==> config.mk <==
export PLATFORM = sky130hd
export DESIGN_NAME = efuse_read_seq
export DESIGN_NICKNAME = d
export VERILOG_FILES = /design/src/rtl/efuse_pkg.sv /design/src/rtl/efuse_read_seq.sv
export SDC_FILE = /design/constraint.sdc
export NUM_CORES = 1
export LEC_CHECK = 0
export CELL_PAD_IN_SITES_DETAIL_PLACEMENT = 0
export CELL_PAD_IN_SITES_GLOBAL_PLACEMENT = 1
export CORE_MARGIN = 1.5
export CORE_UTILIZATION = 38
export DETAILED_ROUTE_END_ITERATION = 12
export PLACE_DENSITY = 0.84
export SETUP_SLACK_MARGIN = 0.02
export SLEW_MARGIN = 20
export SYNTH_ARGS = -nofsm -noshare
export SYNTH_HDL_FRONTEND = slang
export SYNTH_SLANG_ARGS = --single-unit
==> constraint.sdc <==
create_clock -name clk -period 1.6 [get_ports clk]
set_clock_uncertainty 0.05 [all_clocks]
set_input_delay 0.16 -clock clk [delete_from_list [all_inputs] [get_ports clk]]
set_output_delay 0.16 -clock clk [all_outputs]
set_load 0.005 [all_outputs]
==> src/rtl/efuse_pkg.sv <==
// Shared constants and state encoding for the eFuse read-side sequencer.
package efuse_pkg;

    typedef enum logic [2:0] {
        IDLE   = 3'd0,
        SETUP  = 3'd1,
        STROBE = 3'd2,
        HOLD   = 3'd3,
        DONE   = 3'd4
    } rd_state_t;

    localparam int EFUSE_BITS     = 256;
    localparam int ADDR_W         = 8;
    localparam int T_SETUP_DEF    = 2;
    localparam int T_STROBE_DEF   = 4;
    localparam int T_HOLD_DEF     = 2;

    function automatic int max3(input int a, input int b, input int c);
        int m;
        m = (a > b) ? a : b;
        return (m > c) ? m : c;
    endfunction

endpackage

==> src/rtl/efuse_read_seq.sv <==
// Serial eFuse read sequencer: drives CSB/LOAD/STROBE/address and assembles one NR-bit word.
// Optional build macro EFUSE_READ_MARGIN_EN adds a margin read with doubled STROBE width.
module efuse_read_seq
    import efuse_pkg::*;
#(
    parameter int NR       = 64,
    parameter int T_SETUP  = T_SETUP_DEF,
    parameter int T_STROBE = T_STROBE_DEF,
    parameter int T_HOLD   = T_HOLD_DEF,
    localparam int SEL_W   = (NR >= EFUSE_BITS) ? 1 : $clog2(EFUSE_BITS / NR)
) (
    input  logic             clk,
    input  logic             rst_n,
    input  logic             read_start,
    input  logic [SEL_W-1:0] efuse_read_sel,
`ifdef EFUSE_READ_MARGIN_EN
    input  logic             rg_efuse_margin,
    output logic             efuse_margin,
`endif
    output logic             read_done,
    output logic [NR-1:0]    read_data,
    output logic             efuse_busy_read,
    output logic             efuse_csb,
    output logic             efuse_load,
    output logic             efuse_strobe,
    output logic             efuse_pgenb,
    output logic [ADDR_W-1:0] efuse_addr,
    input  logic             efuse_dout
);

    if (NR < 1 || NR > EFUSE_BITS || (NR & (NR - 1)) != 0 ||
        T_SETUP < 1 || T_STROBE < 1 || T_HOLD < 1) begin : g_bad_param
        $fatal(1, "efuse_read_seq: illegal NR or zero T_* parameter");
    end

`ifdef EFUSE_READ_MARGIN_EN
    localparam int STROBE_MAX = 2 * T_STROBE;
`else
    localparam int STROBE_MAX = T_STROBE;
`endif
    localparam int CNT_W  = $clog2(max3(T_SETUP, STROBE_MAX, T_HOLD) + 1);
    localparam int IDX_W  = (NR > 1) ? $clog2(NR) : 1;
    localparam int LOG_NR = $clog2(NR);

    localparam logic [CNT_W-1:0] SETUP_LD  = CNT_W'(T_SETUP - 1);
    localparam logic [CNT_W-1:0] STROBE_LD = CNT_W'(T_STROBE - 1);
    localparam logic [CNT_W-1:0] HOLD_LD   = CNT_W'(T_HOLD - 1);
    localparam logic [IDX_W-1:0] LAST_IDX  = IDX_W'(NR - 1);

    localparam logic [2:0] ST_IDLE   = IDLE;
    localparam logic [2:0] ST_SETUP  = SETUP;
    localparam logic [2:0] ST_STROBE = STROBE;
    localparam logic [2:0] ST_HOLD   = HOLD;
    localparam logic [2:0] ST_DONE   = DONE;

    logic [2:0]       state;
    logic [CNT_W-1:0] cnt;
    logic [IDX_W-1:0] bit_idx;
    logic [SEL_W-1:0] sel_q;
    logic [NR-1:0]    shadow;
    logic [CNT_W-1:0] strobe_ld;
    logic [IDX_W-1:0] next_idx;

    // Word base is sel*NR; with NR=256 the select field shifts out entirely.
    function automatic logic [ADDR_W-1:0] make_addr(input logic [SEL_W-1:0] s,
                                                    input logic [IDX_W-1:0] i);
        return (ADDR_W'(s) << LOG_NR) | ADDR_W'(i);
    endfunction

    assign efuse_pgenb = 1'b1;
    assign next_idx    = bit_idx + 1'b1;

`ifdef EFUSE_READ_MARGIN_EN
    localparam logic [CNT_W-1:0] STROBE2_LD = CNT_W'(2 * T_STROBE - 1);

    always_comb begin
        strobe_ld = STROBE_LD;
        if (efuse_margin) strobe_ld = STROBE2_LD;
    end
`else
    always_comb begin
        strobe_ld = STROBE_LD;
    end
`endif

    always_ff @(posedge clk) begin
        if (!rst_n) begin
            state           <= ST_IDLE;
            cnt             <= '0;
            bit_idx         <= '0;
            sel_q           <= '0;
            // NOTE: shadow is cleared too, so a word cut short by reset cannot leak into read_data.
            shadow          <= '0;
            read_done       <= 1'b0;
            read_data       <= '0;
            efuse_busy_read <= 1'b0;
            efuse_csb       <= 1'b1;
            efuse_load      <= 1'b0;
            efuse_strobe    <= 1'b0;
            efuse_addr      <= '0;
`ifdef EFUSE_READ_MARGIN_EN
            efuse_margin    <= 1'b0;
`endif
        end else begin
            // NOTE: default-low here makes read_done a one-cycle pulse without extra decode.
            read_done <= 1'b0;
            case (state)
                ST_IDLE: begin
                    if (read_start) begin
                        sel_q           <= efuse_read_sel;
                        bit_idx         <= '0;
                        cnt             <= SETUP_LD;
                        state           <= ST_SETUP;
                        efuse_busy_read <= 1'b1;
                        efuse_csb       <= 1'b0;
                        efuse_load      <= 1'b1;
                        efuse_addr      <= make_addr(efuse_read_sel, '0);
`ifdef EFUSE_READ_MARGIN_EN
                        efuse_margin    <= rg_efuse_margin;
`endif
                    end
                end
                ST_SETUP: begin
                    if (cnt == '0) begin
                        cnt          <= strobe_ld;
                        efuse_strobe <= 1'b1;
                        state        <= ST_STROBE;
                    end else begin
                        cnt <= cnt - 1'b1;
                    end
                end
                ST_STROBE: begin
                    if (cnt == '0) begin
                        shadow[bit_idx] <= efuse_dout;
                        efuse_strobe    <= 1'b0;
                        cnt             <= HOLD_LD;
                        state           <= ST_HOLD;
                    end else begin
                        cnt <= cnt - 1'b1;
                    end
                end
                ST_HOLD: begin
                    if (cnt != '0) begin
                        cnt <= cnt - 1'b1;
                    end else if (bit_idx != LAST_IDX) begin
                        bit_idx    <= next_idx;
                        efuse_addr <= make_addr(sel_q, next_idx);
                        cnt        <= SETUP_LD;
                        state      <= ST_SETUP;
                    end else begin
                        read_done       <= 1'b1;
                        read_data       <= shadow;
                        efuse_busy_read <= 1'b0;
                        efuse_csb       <= 1'b1;
                        efuse_load      <= 1'b0;
`ifdef EFUSE_READ_MARGIN_EN
                        efuse_margin    <= 1'b0;
`endif
                        state           <= ST_DONE;
                    end
                end
                ST_DONE: begin
                    state <= ST_IDLE;
                end
                default: begin
                    state <= ST_IDLE;
                end
            endcase
        end
    end

endmodule

==> results of run 1 <==
## cell families (layout without fill, tap and decap cells)
family	Yosys count	after routing	share of synthesized area, %
AND/OR/NAND/NOR	203	203	16.2
flip-flops	148	148	49.8
multiplexers	102	102	17.2
AO/OA/AOI/OAI	84	84	11.4
buffers and inverters	66	227	4.78
XOR/XNOR	2	2	0.295
adder cells (fa/ha/maj)	1	1	0.210
other	1	1	0.0631
## cell usage after synthesis (2+ instances only)
library cell / instances
o21ai_0: 7
nor3b_1: 3
nor2b_1: 3
a211oi_1: 2
inv_1: 3
a21oi_1: 6
and3_1: 3
and2_1: 4
nand4_1: 11
o211ai_1: 2
a31o_2: 3
o311ai_0: 29
or3_1: 3
nor2_1: 76
a221oi_1: 2
buf_4: 5
nand3b_1: 5
nand2_1: 49
mux2i_1: 102
nand2b_1: 4
dfxtp_1: 148
xnor2_1: 2
o31ai_1: 2
o41ai_1: 29
nor3_1: 3
clkbuf_1: 42
nand3_1: 24
buf_2: 13
nor4_1: 8
## final cells by class
class | instances | area (um^2) | share of cell area, %
clock buffers | 25 | 515 | 5.26
clock inverters | 7 | 165 | 1.69
inverters | 4 | 18.8 | 0.192
multi-input cells | 393 | 3740 | 38.2
flip-flops and latches | 148 | 2990 | 30.5
well taps | 211 | 264 | 2.69
repair buffers | 191 | 2100 | 21.4
## worst paths after layout
kind         startpoint             to  slack [ns]  cells past startpoint
max              cnt[1]  efuse_addr[3]       -0.22                      7
min               rst_n  read_data[40]        0.20                      3
max reg2reg      cnt[1]  efuse_addr[3]       -0.22                      7
min reg2reg   shadow[8]      shadow[8]        0.41                      2
## placed cells by master (no fill, tap or decap), types with 3 or more instances in the layout
cell type,count
and2_4,3
a31o_2,3
o41ai_2,19
nand2_2,3
clkbuf_8,6
clkinvlp_4,3
buf_4,59
mux2i_2,3
nor2_1,74
dfxtp_2,8
nand2_1,44
nor2b_1,3
nand4_1,11
bufinv_16,5
dfxtp_1,135
clkbuf_16,28
clkdlybuf4s50_1,75
a21oi_1,4
nand3_4,12
o41ai_1,10
mux2i_1,99
nor4_4,8
buf_16,3
dfxtp_4,5
o311ai_1,3
o311ai_4,22
o311ai_2,4
buf_12,9
nand3b_1,5
nand3_2,10
dlygate4sd2_1,6
o21ai_0,5
buf_6,25
nand2b_1,4
## where the power goes
part / internal [mW] / switching, mW
Clock: 3.02 / 1.54
Combinational: 0.632 / 0.719
Sequential: 3.76 / 0.0670
## critical path: cells and delay by family (launching register included)
family	cells	cell delay (ns)
AND/OR/NAND/NOR	2	0.58
buffers and inverters	3	0.44
AO/OA/AOI/OAI	2	0.31
flip-flops	1	0.35
## layer usage
layer  track usage (%)  routed length [um]  up-vias  share of wire (%)
met1              24.1                8040     2735                 42
met2              34.2               10200      145                 53
met3              5.05                 758       22                3.9
met5                 0                   0        -                  0
li1                  -                   -     2501                  -
met4              7.47                 296        0                1.5
## registers in the layout, indices dropped and copies added, names as in the netlist
signal        count
cnt               3
efuse_addr        8
efuse_csb         1
efuse_load        1
efuse_strobe      1
read_data        64
read_done         1
sel_q             2
shadow           64
state             3
## repair_timing
| item | CTS | global route |
|---|---|---|
| gates cloned | 3 | 15 |
| hold buffers | 0 | 0 |
| gates resized for setup | 85 | 156 |
| setup endpoints to repair | 146 | 145 |
| setup buffers | 14 | 18 |
| pin swaps | 10 | 46 |
## through the flow
step	setup WS, ns	utilization, %	hold WS [ns]	area, um^2	total power [mW]
2_1_floorplan	-0.00769	-	0.254	6020	4.37
3_3_place_gp	-0.220	47.9	0.399	7310	4.68
3_5_place_dp	-0.250	47.9	0.403	7310	4.70
4_1_cts	-0.0596	55.2	0.169	8420	9.32
5_1_grt	-0.249	64.2	0.213	9800	10.0
6_report	-0.224	64.2	0.197	9800	9.74
==> summary.md, run 1 <==
| Metric | Value |
|---|---|
| WP data required | approximately 1.9 ns |
| Share of cells above drive strength 1 | ~34% |
| Drt total wl | about 19000 um |
| PD cells | 994 nW/um^2 |
| Worst-path maximum fanout | 5 |
| Fill cell count | about 1.1k |
| 1st-pass router iterations | 5 |
| Data arrival time of the critical path | between 2 and 2.5 ns |
| Syn Inst Count | ~600 |
| Final setup vio count | roughly 120 |
| Final instance count without filler cells | around 980 |
| Clk Tree Root Cell | clkbuf_16 |
| DP HPWL | roughly 9600 um |
| Synthesized cell area | about 5900 um^2 |
| Die X | between 100 and 150 um |
| Top cells by area in the synthesized netlist | dfxtp_1 (50%), mux2i_1 (17%), nor2_1 (4.8%) |
| Gr ovfl total | 0 |
| Slowest-stage cell, CP | dfxtp_4 |
| Status | finished with violations |
| Tot GR Track Use | ~20% |
| CTS sink count | 148 |
| Seq/Total Area, Yosys | between 40% and 50% |
| Number of I/O port buffers | between 80 and 90 |
| Yosys warns | 0 |
| Drt first-iter violations | 312 |
| Final Cycle Share | 114% |
| Global-route wire length before repair | approximately 26000 um |
| Final worst slack | -0.224 ns |
| Number of synthesized flops with an enable pin | 0 |
| Async SR Flop Fraction | 0% |
| Die Ht | 128 um |
| Mapped Nets | a little over 600 |
| Count of pins over their slew limit | 0 |
| Clk buf depth | 2 |
| I/O Pins | between 80 and 90 |
| Routed vias | around 5.4k |
| Unique masters post-synth | 43 |
| RD Place Congestion | around 0.79 |
| Setup_tns | -8.11 ns |
| Wire length per cell | 19.7 um |
| P&R area growth vs syn | 64.8% |
| Nets@finish | 762 |
| Slew headroom | 40.6% |
| RSZ-0062 raised after global routing | yes |
| Placeable Area | ~15000 um^2 |
| Die area | ~16000 um^2 |
| Worst slew pin tran | roughly 0.89 ns |
| Cell Chain, Critical Path | nor3_4 -> buf_6 -> buf_4 -> o211ai_1 -> buf_4 -> or3_1 -> a21oi_1 |
| DRC viols | 0 |
| Failing checks | setup timing |
| CTS tree | done |
| Crit path largest cell delay | roughly 0.35 ns |
| Leakage power | between 4 and 5 nW |
| Cell taking the most area after synthesis | dfxtp_1 |
| Worst-path clk slew | 0.06 ns |
| CTS Buf Count | 17 |
| Post-DRT Antenna Nets | 0 |
| Final Hold Viols | 0 |
| Placed Cells | 897 |
| Setup crit start kind | flip-flop |
| Max Cap Viol | 0 |
| Syn avg cell area | 9.80 um^2 |
| ANT cells | 0 |
| Worst vdd ir | 0.736 mV |
| Starting Density | approximately two fifths |
| CTS H-Tree Depth | 4 |
| Hold Crit Class | input port to flip-flop |
| Synth top area share | roughly 50% |
| Fmax | approximately 0.55 GHz |
| Row cnt | 45 |
| Vias in the first global route | between 5k and 6k |
| Clk_lat worst skew | about 0.43 ns |
| Flops & latches, synth | around 150 |
| Setup CP Type | flip-flop to flip-flop |
| Synth Flop Type | dfxtp_1 |
| Setup crit end kind | flip-flop |
| Initial antenna violation count | 0 |
| Largest net degree at the start of global routing | between 40 and 50 |
| Most frequent cell on the critical path | buf_4 |
| Via/cell ratio | ~5.5 |
| Minimum clock period | roughly 1.8 ns |
Note: power is estimated with default switching activity, not from simulation.
==> inputs of run 2 (changes only) <==
--- a/config.mk
+++ b/config.mk
@@ -8,9 +8,9 @@
 export CELL_PAD_IN_SITES_DETAIL_PLACEMENT = 0
 export CELL_PAD_IN_SITES_GLOBAL_PLACEMENT = 1
 export CORE_MARGIN = 1.5
-export CORE_UTILIZATION = 38
+export CORE_UTILIZATION = 45
 export DETAILED_ROUTE_END_ITERATION = 12
-export PLACE_DENSITY = 0.84
+export PLACE_DENSITY = 0.92
 export SETUP_SLACK_MARGIN = 0.02
 export SLEW_MARGIN = 20
 export SYNTH_ARGS = -nofsm -noshare
==> constraint.sdc (replaced) <==
create_clock -name clk -period 2.1 [get_ports clk]
set_clock_uncertainty 0.05 [all_clocks]
set_input_delay 0.21 -clock clk [delete_from_list [all_inputs] [get_ports clk]]
set_output_delay 0.21 -clock clk [all_outputs]
set_load 0.005 [all_outputs]
==> run 2 against run 1 <==
  * Fmax shrank 7.6%
  * The flow now finishes without violations
  * Wire length decreased by 31%
  * Non-clock buffer count is 85 lower
  * Sequential power decreased by 24%
  * Clock-buffer cell count down 3
  * Critical endpoint is now shadow[54]
  * Largest cell class is now sequential cells
  * Critical path depth down 2
==> summary.md, run 2 (synthesized netlist as in run 1, its figures left out) <==
| Metric | Value |
|---|---|
| CP delay by family, top | compound AO/OA/AOI/OAI gates |
| Final Hold Viols | 0 (unchanged) |
| Setup crit end kind | flip-flop |
| CP Launch Point | cnt[0] |
| Pre-CTS setup slack | 0.174 ns (+0.424 ns) |
| Slew headroom | 54.9% (+14 points) |
| Final worst slack | 0.126 ns (+0.351 ns) |
| Hold path depth | 2 (-1) |
| Largest net degree at the start of global routing | 48 (+9.1%) |
| FF-to-FF path depth | 5 (-2) |
| WP buf/inv | 1 (-2) |
| WP data required | 2.32 ns (+0.43 ns) |
| ANT cells | 0 (unchanged) |
| Drt total wl | 13300 um (-31%) |
| Initial antenna violation count | 0 (unchanged) |
| Crit path largest cell delay | 0.42 ns (+0.07 ns) |
| Leakage power | 3.27 nW (-20%) |
| Via/cell ratio | 5.51 (about the same) |
| Routed vias | 4714 (-13%) |
| Worst slew pin tran | 0.677 ns (-0.214 ns) |
| Post-DRT Antenna Nets | 0 (unchanged) |
| RSZ-0062 raised after global routing | no |
| CTS Hold Buffers Added | 0 (unchanged) |
| I/O Pins | 84 (unchanged) |
| Worst-path clk slew | 0.06 ns (about the same) |
| Setup CP Type | flip-flop to flip-flop |
| Worst vdd ir | 0.545 mV (-26%) |
| Drt first-iter violations | 248 (-21%) |
| Clk Tree Root Cell | clkbuf_16 |
| PD cells | 860 nW/um^2 (-13%) |
| Fmax | 0.507 GHz (-7.6%) |
| Die area | 13900 um^2 (-15%) |
| Tot GR Track Use | 19.6% (-0.38 points) |
| WHS | 0.106 ns (-0.0912 ns) |
| Hold Crit Class | input port to flip-flop |
| Slowest-stage cell, CP | o311ai_0 |
| Commonest non-fill, non-tap cell in the layout | dfxtp_1 |
| Final Cycle Share | 94.0% (-20 points) |
| Setup crit start kind | flip-flop |
| Wire length per cell | 15.6 um (-21%) |
| DRC viols | 0 (unchanged) |
| Worst R2R End | shadow[54] |
| Count of pins over their slew limit | 0 (unchanged) |
| CTS tree | done |
| Minimum clock period | 1.97 ns (+0.149 ns) |
| Nets@finish | 677 (-11%) |
| HP Start | rst_n |
| Final setup vio count | 0 (-100%) |
| Global-route wire length before repair | 22100 um (-14%) |
| Placeable Area | 12800 um^2 (-16%) |
| FF-to-FF setup slack | 0.13 ns (+0.35 ns) |
| Final Cell Area | 7520 um^2 (-23%) |
| Placed cell area | 6920 um^2 (-5.4%) |
| 1st-pass router iterations | 4 (-1) |
| Data arrival time of the critical path | 2.19 ns (+0.07 ns) |
| Gr ovfl total | 0 (unchanged) |
| Die Ht | 118 um (-7.9%) |
| Clk_lat worst skew | 0.41 ns (-0.02 ns) |
| R2R Path Start | cnt[0] |
| CTS H-Tree Depth | 4 (unchanged) |
| Status | finished clean |
| Registers with the most flip-flops | read_data: 64 flops, shadow: 64 flops, efuse_addr: 8 flops |
| Max Cap Viol | 0 (unchanged) |
| Post-CTS Setup Bufs | 0 (-14) |
| DP HPWL | 9020 um (-6.4%) |
| P&R area growth vs syn | 26.5% |
| Share of cells above drive strength 1 | 9.37% (-25 points) |
| RD Place Congestion | 0.783 (-0.92%) |
| Number of I/O port buffers | 82 (unchanged) |
| Setup_tns | 0 ns (+8.11 ns) |
| CTS sink count | 148 (unchanged) |
| Die X | 118 um (-7.9%) |
| Worst-path maximum fanout | 28 (+23) |
| Cell Chain, Critical Path | nor3_2 -> nand3_1 -> buf_4 -> o311ai_0 -> o41ai_1 |
| Worst hold endpoint | cnt[2] |
| Post-Route Utilization | 58.9% (-5.4 points) |
| CTS Buf Count | 17 (unchanged) |
| Clk buf depth | 2 (unchanged) |
| Most frequent cells in the layout | dfxtp_1 (148), mux2i_1 (102), clkdlybuf4s50_1 (81) |
| Vias in the first global route | 4583 (-10%) |
| Starting Density | 46.5% (+7.6 points) |
| Row cnt | 41 (-8.9%) |
==> run 2: changes by cell type in the layout (fill, tap and decap cells not counted), moves of 19 or more <==
cell      delta
buf_4       -37
o311ai_0    +28
buf_6       -25
nand3_1     +22
o311ai_4    -22
o41ai_1     +19
o41ai_2     -19
==> run 2: how the worst max path moves through the flow <==
stage,to,slack (ns),cells past startpoint
after floorplan,read_data[24],0.39,7
after global placement,efuse_addr[6],0.18,4
after detailed placement,efuse_addr[6],0.17,4
after CTS,shadow[54],0.14,5
after global routing,read_data[53],0.03,5
final,shadow[54],0.13,5
==> run 2: through the flow <==
stage	std cells	total power [mW]
after global placement	823	3.46
after floorplan	607	3.30
final	855	6.47
after detailed placement	823	3.48
after CTS	855	6.53
after global routing	855	6.70
==> run 2: metal layers <==
metal / global-route usage, % / part of all wire, % / up-vias
met4: 7.24 / 1.3 / 0
met3: 4.31 / 4.3 / 14
met5: 0 / 0 / -
met2: 34.6 / 51 / 121
met1: 23.1 / 43 / 2246
li1: - / - / 2333
==> run 2: repair_timing <==
action / CTS / global route
hold endpoints to repair: 0 / 0
gates resized for setup: 0 / 1
endpoints found under the setup margin: 0 / 1
==> run 2: layout make-up <==
class                   count  area [um^2]
inverters                   4         15.0
multi-input cells         393         2700
repair buffers            106         1020
fillers                  1106         5260
clock buffers              22          474
flip-flops and latches    148         2960
clock inverters            10          129
well taps                 172          215
==> run 2: where the power goes <==
group / total (mW) / internal, mW / leakage [nW] / switching (mW)
logic: 0.509 / 0.204 / 1.77 / 0.305
registers: 2.92 / 2.86 / 1.19 / 0.0569
clock network: 3.04 / 1.95 / 0.303 / 1.09
total: 6.47 / 5.01 / 3.27 / 1.45
==> patch (flow settings as in run 1) <==
Add an input register stage for `read_start`, `efuse_read_sel` and `efuse_dout`, without a reset; this delays them by one clock.
--- a/src/rtl/efuse_read_seq.sv
+++ b/src/rtl/efuse_read_seq.sv
@@ -28,4 +28,14 @@
     input  logic             efuse_dout
 );
+
+    logic read_start_q;
+    logic [SEL_W-1:0] efuse_read_sel_q;
+    logic efuse_dout_q;
+
+    always_ff @(posedge clk) begin
+        read_start_q     <= read_start;
+        efuse_read_sel_q <= efuse_read_sel;
+        efuse_dout_q     <= efuse_dout;
+    end
 
     if (NR < 1 || NR > EFUSE_BITS || (NR & (NR - 1)) != 0 ||
@@ -107,6 +117,6 @@
             case (state)
                 ST_IDLE: begin
-                    if (read_start) begin
-                        sel_q           <= efuse_read_sel;
+                    if (read_start_q) begin
+                        sel_q           <= efuse_read_sel_q;
                         bit_idx         <= '0;
                         cnt             <= SETUP_LD;
@@ -115,5 +125,5 @@
                         efuse_csb       <= 1'b0;
                         efuse_load      <= 1'b1;
-                        efuse_addr      <= make_addr(efuse_read_sel, '0);
+                        efuse_addr      <= make_addr(efuse_read_sel_q, '0);
 `ifdef EFUSE_READ_MARGIN_EN
                         efuse_margin    <= rg_efuse_margin;
@@ -132,5 +142,5 @@
                 ST_STROBE: begin
                     if (cnt == '0) begin
-                        shadow[bit_idx] <= efuse_dout;
+                        shadow[bit_idx] <= efuse_dout_q;
                         efuse_strobe    <= 1'b0;
                         cnt             <= HOLD_LD;
Behaviour: not the same (Yosys sat finds a counterexample within 4 cycles, from zero or initial values and one cycle with rst_n low).
==> patch against run 1 <==
  * The flow still finishes with violations (negative setup slack)
  * Critical path type unchanged
  * Worst hold slack worse by 81 ps
  * Largest cell class unchanged
  * Synthesized cell count up 10%
  * Sequential share of layout area decreased by 0.59 points
  * Wire length increased by 8.3%
  * Worst setup slack worse by 120 ps
  * Final area increased by 4.4%
  * Area after synthesis rose by 4.0%
  * Maximum frequency shrank 5.9%
  * Sequential cell count up 4
  * Count of clock-buffer cells in the layout decreased by 2
  * Total power is 2.2% lower
==> patch: results (changes against run 1) <==
| Metric | Value |
|---|---|
| Worst setup margin | `-339 ps (-115 ps)` |
| Clock buf count | `23 (-8.0%)` |
| Max rail drop VDD | `0.793 mV (+7.8%)` |
| Seq cells post-synth | `152 (+2.7%)` |
| Proportion of layout cells with a drive suffix above 1 | `33.0% (-1.3 points)` |
| Nets | `810 (+6.3%)` |
| Hold Crit Endpoint | `efuse_read_sel_q[1]$_DFF_P_` |
| Status | `complete, but fails checks` |
| Routability Congestion | `0.819 (+3.7%)` |
| GRT met2 Usage | `36.6% (+2.4 points)` |
| Post-CTS Setup Repair Bufs | `18 (+4)` |
| Post-DP HPWL | `10100 um (+5.2%)` |
| Multi-input logic area | `4070 um^2 (+8.8%)` |
| Detail Route met2 WL | `10500 um (+2.5%)` |
| Reg2reg end | `shadow[32]$_SDFFE_PN0P_` |
| Clock network power share | `45.4% (-1.4 points)` |
| Placed cell count | `954 (+6.4%)` |
| Combinational power | `1.29 mW (-4%)` |
| Setup TNS | `-25180 ps (-17080 ps)` |
| Synthesized net count | `675 (+9.9%)` |
| Seq/Total Area, Yosys | `49.2% (-0.61 points)` |
| Hold_buf cts | `1 (+1)` |
| Failing checks | `negative setup slack` |
| FF/Latch Area | `3060 um^2 (+2.4%)` |
| Syn Inst Count | `668 (+10%)` |
| Hold path depth | `1 (-2)` |
| Met1 Usage GRT | `28.2% (+4.1 points)` |
| Cell Int Power | `7.09 mW (-4.3%)` |
| Final setup vio count | `137 (+13%)` |
## patch: cells by family (layout without fill, tap and decap cells)
kind of cell,Yosys count,count (layout),synth area share (%)
flip-flops,152,152,49.2
AND/OR/NAND/NOR,225,225,16.3
AO/OA/AOI/OAI,198,198,25.5
buffers and inverters,75,223,6.17
adder cells (fa/ha/maj),1,1,0.202
multiplexers,13,13,2.10
XOR/XNOR,3,3,0.425
other,1,1,0.0607
## patch: worst max-delay path by stage
stage / slack, ps / start / cells after the start / endpoint
after floorplan: -210 / cnt[0]$_SDFFE_PN0P_ / 7 / read_data[0]$_SDFFE_PN0P_
after global placement: -210 / state[2]$_SDFFE_PN0P_ / 6 / shadow[31]$_SDFFE_PN0P_
after detailed placement: -190 / cnt[2]$_SDFFE_PN0P_ / 6 / read_data[37]$_SDFFE_PN0P_
after CTS: -200 / cnt[2]$_SDFFE_PN0P_ / 6 / read_data[27]$_SDFFE_PN0P_
after global routing: -420 / cnt[1]$_SDFFE_PN0P_ / 8 / shadow[40]$_SDFFE_PN0P_
final: -340 / cnt[1]$_SDFFE_PN0P_ / 8 / shadow[32]$_SDFFE_PN0P_
## patch: per-stage QoR
step / instance area [um^2] / worst slack (ps) / hold slack [ps]
6_report: 10200 / -339 / 116
5_1_grt: 10200 / -416 / 104
4_1_cts: 9440 / -196 / 104
3_5_place_dp: 7960 / -193 / 396
3_3_place_gp: 7960 / -211 / 392
2_1_floorplan: 6780 / -211 / 138
## patch: worst max-delay path, cell delays in order (launching register included)
cell and delay (ps):
dfxtp_4 350, nor4_4 260, buf_4 170, nand3b_1 90, buf_6 170, buf_12 150, buf_16 150, o211ai_1 240
o31ai_1 140
